### config.mk
export PLATFORM = sky130hd
export DESIGN_NAME = assert_monitor
export DESIGN_NICKNAME = d
export VERILOG_FILES = /design/src/rtl/assert_monitor.sv
export SDC_FILE = /design/constraint.sdc
export NUM_CORES = 1
export LEC_CHECK = 0
export BUFFER_PORTS_ARGS = -buffer_cell sky130_fd_sc_hd__buf_2
export CAP_MARGIN = 20
export CELL_PAD_IN_SITES_DETAIL_PLACEMENT = 1
export CELL_PAD_IN_SITES_GLOBAL_PLACEMENT = 2
export CORE_MARGIN = 8
export CORE_UTILIZATION = 30
export CTS_CLUSTER_DIAMETER = 60
export DETAILED_ROUTE_END_ITERATION = 8
export HOLD_SLACK_MARGIN = 0.08
export PLACE_DENSITY_LB_ADDON = 0.1
export SLEW_MARGIN = 20
export SYNTH_ARGS = -nofsm -noshare
export SYNTH_HDL_FRONTEND = slang
export SYNTH_SLANG_ARGS = --single-unit
### constraint.sdc
create_clock -name clk -period 5.38 [get_ports clk]
set_input_delay 1.076 -clock clk [delete_from_list [all_inputs] [get_ports clk]]
set_output_delay 1.076 -clock clk [all_outputs]
set_load 0.1 [all_outputs]
### src/rtl/assert_monitor.sv
// Multi-channel immediate-assertion checker: per-channel pass/fail counters, sticky flags,
// a timestamped first-failure record, and a saturating total-fail alarm.
module assert_monitor #(
    parameter  int NCH   = 4,
    parameter  int CNT_W = 16,
    parameter  int TS_W  = 32,
    parameter  int MODE  = 0,
    localparam int CH_W  = (NCH > 1) ? $clog2(NCH) : 1
) (
    input  logic                 clk,
    input  logic                 rst_n,
    input  logic                 en,
    input  logic                 clr,
    input  logic [NCH-1:0]       a,
    input  logic [NCH-1:0]       b,
    input  logic [NCH-1:0]       chk_mask,
    input  logic [CNT_W-1:0]     fail_thresh,
    output logic [NCH*CNT_W-1:0] pass_cnt,
    output logic [NCH*CNT_W-1:0] fail_cnt,
    output logic [NCH-1:0]       fail_sticky,
    output logic                 first_fail_vld,
    output logic [CH_W-1:0]      first_fail_ch,
    output logic [TS_W-1:0]      first_fail_ts,
    output logic [CNT_W-1:0]     total_fail,
    output logic                 alarm
);
    localparam int SUM_W = CNT_W + 6;
    localparam logic [SUM_W-1:0] SAT = {6'd0, {CNT_W{1'b1}}};

    typedef enum logic [1:0] {IDLE, ARMED, TRIPPED} state_t;

    state_t           state;
    logic [TS_W-1:0]  ts;
    logic [NCH-1:0]   pass_ev;
    logic [NCH-1:0]   fail_ev;
    logic [5:0]       n_fail;
    logic [SUM_W-1:0] total_sum;
    logic [CNT_W-1:0] total_next;
    logic [CH_W-1:0]  low_ch;
    logic             trip;

    // NOTE: every always_comb output gets a default first, so no latch is inferred.
    always_comb begin
        pass_ev = '0;
        fail_ev = '0;
        n_fail  = '0;
        low_ch  = '0;
        for (int i = 0; i < NCH; i++) begin
            if (en && chk_mask[i]) begin
                case (MODE)
                    0: begin
                        pass_ev[i] = a[i] & b[i];
                        fail_ev[i] = ~(a[i] & b[i]);
                    end
                    1: begin
                        // a=0 is vacuous: neither pass nor fail.
                        pass_ev[i] = a[i] & b[i];
                        fail_ev[i] = a[i] & ~b[i];
                    end
                    default: begin
                        pass_ev[i] = ~(a[i] ^ b[i]);
                        fail_ev[i] = a[i] ^ b[i];
                    end
                endcase
            end
        end
        for (int i = NCH - 1; i >= 0; i--) begin
            n_fail = n_fail + 6'(fail_ev[i]);
            if (fail_ev[i]) low_ch = CH_W'(i);
        end
        total_sum  = SUM_W'(total_fail) + SUM_W'(n_fail);
        total_next = (total_sum > SAT) ? {CNT_W{1'b1}} : total_sum[CNT_W-1:0];
        trip       = en && (fail_thresh != '0) && (total_next >= fail_thresh);
    end

    // NOTE: sequential state uses non-blocking assignments only; reset is synchronous
    // and clears every counter so the readout is always defined.
    always_ff @(posedge clk) begin
        if (!rst_n) begin
            ts             <= '0;
            state          <= IDLE;
            alarm          <= 1'b0;
            pass_cnt       <= '0;
            fail_cnt       <= '0;
            fail_sticky    <= '0;
            first_fail_vld <= 1'b0;
            first_fail_ch  <= '0;
            first_fail_ts  <= '0;
            total_fail     <= '0;
        end else begin
            ts <= ts + TS_W'(1);
            if (clr) begin
                state          <= IDLE;
                alarm          <= 1'b0;
                pass_cnt       <= '0;
                fail_cnt       <= '0;
                fail_sticky    <= '0;
                first_fail_vld <= 1'b0;
                first_fail_ch  <= '0;
                first_fail_ts  <= '0;
                total_fail     <= '0;
            end else begin
                for (int i = 0; i < NCH; i++) begin
                    if (pass_ev[i] && !(&pass_cnt[i*CNT_W +: CNT_W]))
                        pass_cnt[i*CNT_W +: CNT_W] <= pass_cnt[i*CNT_W +: CNT_W] + CNT_W'(1);
                    if (fail_ev[i] && !(&fail_cnt[i*CNT_W +: CNT_W]))
                        fail_cnt[i*CNT_W +: CNT_W] <= fail_cnt[i*CNT_W +: CNT_W] + CNT_W'(1);
                end
                fail_sticky <= fail_sticky | fail_ev;
                total_fail  <= total_next;
                if (!first_fail_vld && (|fail_ev)) begin
                    first_fail_vld <= 1'b1;
                    first_fail_ch  <= low_ch;
                    first_fail_ts  <= ts;
                end
                // An enabled sample from IDLE arms and may trip on the same edge.
                case (state)
                    TRIPPED: begin
                        state <= TRIPPED;
                        alarm <= 1'b1;
                    end
                    default: begin
                        if (trip) begin
                            state <= TRIPPED;
                            alarm <= 1'b1;
                        end else begin
                            state <= en ? ARMED : IDLE;
                            alarm <= 1'b0;
                        end
                    end
                endcase
            end
        end
    end
endmodule

==> results.json <==
{
  "rows": 68,
  "crit_path_end_kind": "register",
  "grt_max_degree": 79,
  "wl_per_cell_um": 17.7,
  "syn_avg_cell_area_um2": 8.68,
  "setup_viol": 0,
  "grtUsageMet1": 0.205,
  "ys_seq_area_frac": 0.421,
  "final_common_cell": "dfxtp_1",
  "slew_headroom": 0.355,
  "hold_violations": 0,
  "cts.sinks": 217,
  "overflow": 0,
  "port_buffers": 215,
  "min_path_cells": 2,
  "finalSetupTns_ns": 0,
  "fp.dieW_um": 202,
  "dp_hpwl_um": 24700,
  "synth_edf_count": 0,
  "vias_per_cell": 4.99,
  "grt_pass1_wl_um": 54000,
  "drtIter0Drc": 265,
  "drive_gt1_frac": 0.208,
  "ant_nets": 0,
  "dr.pass1.iters": 4,
  "yosysWarnings": 0,
  "ctsHoldBuffers": 0,
  "die_area_mm2": 0.0406,
  "cts_tree": "done",
  "dp_slack_ns": 0.339,
  "pin_count": 216,
  "drc": 0,
  "insertion_delay_ns": 0.54,
  "gp_congestion": 0.795,
  "cts-root-to-sink-buffers": 3,
  "clk_pin_slew_ns": 0.06,
  "cts_max_level": 1,
  "period_share": 0.830,
  "cp-start-kind": "input pin",
  "crit_arrival_ns": 4.90,
  "core_area_mm2": 0.0342,
  "worstRegToRegCells": 16,
  "initial_core_util": 0.302,
  "clock_skew_ns": 0.0111,
  "use_met2": 0.261,
  "cts_setup_buffers": 0,
  "multi_input_area_mm2": 0.00572,
  "grt_util_all_layers": 0.159,
  "crit_type": "in -> reg",
  "worst_pin_slew_ns": 0.968,
  "cts_buffers": 30,
  "post_cts_resized": 0,
  "syn_area_mm2": 0.0103,
  "maxCapViolations": 0,
  "areaGrowthSynthToFinish_pct": 25.8,
  "hold_path.class": "reg -> reg",
  "rsz0062_at_grt": "false",
  "gr-max-usage-layer": "met2",
  "syn_inst": 1190,
  "ys_ff_latch": 217,
  "synthArstFlopShare": 0,
  "synth_ff_type": "dfxtp_1",
  "status": "finished, final reports clean",
  "ys_types": 59,
  "regArea_mm2": 0.00434,
  "met3_usage": 0.0413,
  "fin_area_mm2": 0.0130,
  "powerDensity_mw_per_mm2": 301,
  "vdd_drop_max_mv": 0.233,
  "finalWorstSetupSlack_ns": 0.915,
  "max_freq_ghz": 0.224,
  "fin_crit_ns": 4.47,
  "fillCellCount": 4096,
  "report.final.slew_viol_count": 0,
  "grt_pass1_vias": 9657,
  "crit_fanout": 16,
  "antenna_found_initial": 6,
  "placed_cell_area_mm2": 0.0119,
  "leakagePower_nw": 5.33,
  "vias": 9419,
  "fp.dieH_um": 202,
  "drt-total-wl_um": 33400,
  "cts_root_buf": "clkbuf_16",
  "final_cell_mix": "217 x dfxtp_1, 215 x buf_2, 161 x nor2_1",
  "num-nets-final": 1469,
  "worstPathRequired_ns": 5.81,
  "syn_nets": 1250
}
==> cell type report <==
class                      instances  share of cell area
multi-input combinational        900               0.440
clock buffer                      41              0.0672
sequential                       217               0.334
antenna                            4            0.000771
inverter                          31             0.00896
clock inverter                    12              0.0133
timing repair buffer             229              0.0909
tap                              455              0.0438
==> through the flow <==
step | hold slack, ns | std cells | util | total power, mW
2_1_floorplan | 0.444 | 1190 | - | 1.80
3_3_place_gp | 0.459 | 1832 | 0.349 | 1.86
3_5_place_dp | 0.479 | 1832 | 0.349 | 1.87
4_1_cts | 0.493 | 1885 | 0.379 | 3.98
5_1_grt | 0.523 | 1889 | 0.380 | 4.07
6_report | 0.489 | 1889 | 0.380 | 3.90
==> state kept, by name, indices dropped and copies added, names as in the netlist <==
name and count:
first_fail_ch 2, fail_cnt 64, first_fail_ts 32, total_fail 16, pass_cnt 64, first_fail_vld 1
state 1, ts 32, alarm 1, fail_sticky 4
==> critical path: stages <==
cell	delay, ns
buf_2	0.10
and2_1	0.18
and2_1	0.21
xnor2_1	0.14
xnor2_1	0.16
fa_1	0.46
inv_1	0.09
fa_1	0.21
nand3_1	0.18
nor4_1	0.31
buf_4	0.17
nand2_1	0.22
buf_4	0.29
nand2_1	0.08
ha_1	0.25
a21oi_1	0.18
a21oi_1	0.11
nor2_1	0.09
o211ai_1	0.13
a41o_1	0.25
==> final timing paths <==
kind | from | end | slack [ns]
max | en | alarm$_SDFF_PP0_ | 0.91
min | first_fail_ts[21]$_SDFFE_PP0P_ | first_fail_ts[21]$_SDFFE_PP0P_ | 0.49
max reg2reg | total_fail[0]$_SDFF_PP0_ | alarm$_SDFF_PP0_ | 1.67
min reg2reg | first_fail_ts[21]$_SDFFE_PP0P_ | first_fail_ts[21]$_SDFFE_PP0P_ | 0.49
==> synthesized netlist by cell type (all sizes together) (32+ instances only) <==
cell type	count	share of area
a21oi	63	0.031
and2	40	0.024
and3	34	0.021
clkbuf	34	0.012
dfxtp	217	0.42
mux2i	42	0.041
nand2	84	0.031
nand3	56	0.028
nand4	51	0.031
nor2	161	0.059
o21ai	32	0.016
xnor2	78	0.066
xor2	39	0.033
==> cell families (layout without fill, tap and decap cells) <==
logic type               count (synthesis)  after routing  share of synthesized area
AO/OA/AOI/OAI                          168            168                      0.102
XOR/XNOR                               117            117                     0.0992
adder cells (fa/ha/maj)                 28             28                     0.0354
buffers and inverters                   73            313                     0.0285
flip-flops                             217            217                      0.421
multiplexers                            43             43                     0.0418
other                                    0              4                          0
AND/OR/NAND/NOR                        544            544                      0.272
==> routing by layer <==
| layer | up-vias | share of wire |
|---|---|---|
| li1 | 4693 | - |
| met1 | 4512 | 0.47 |
| met2 | 168 | 0.46 |
| met3 | 42 | 0.055 |
| met4 | 4 | 0.020 |
| met5 | - | 0.00069 |
==> power by group <==
part	internal, mW	switching (mW)
Clock	1.32	0.761
Sequential	1.62	0.00942
Combinational	0.0593	0.142
Total	2.99	0.912
No activity file was read; power rests on OpenSTA's default activity.
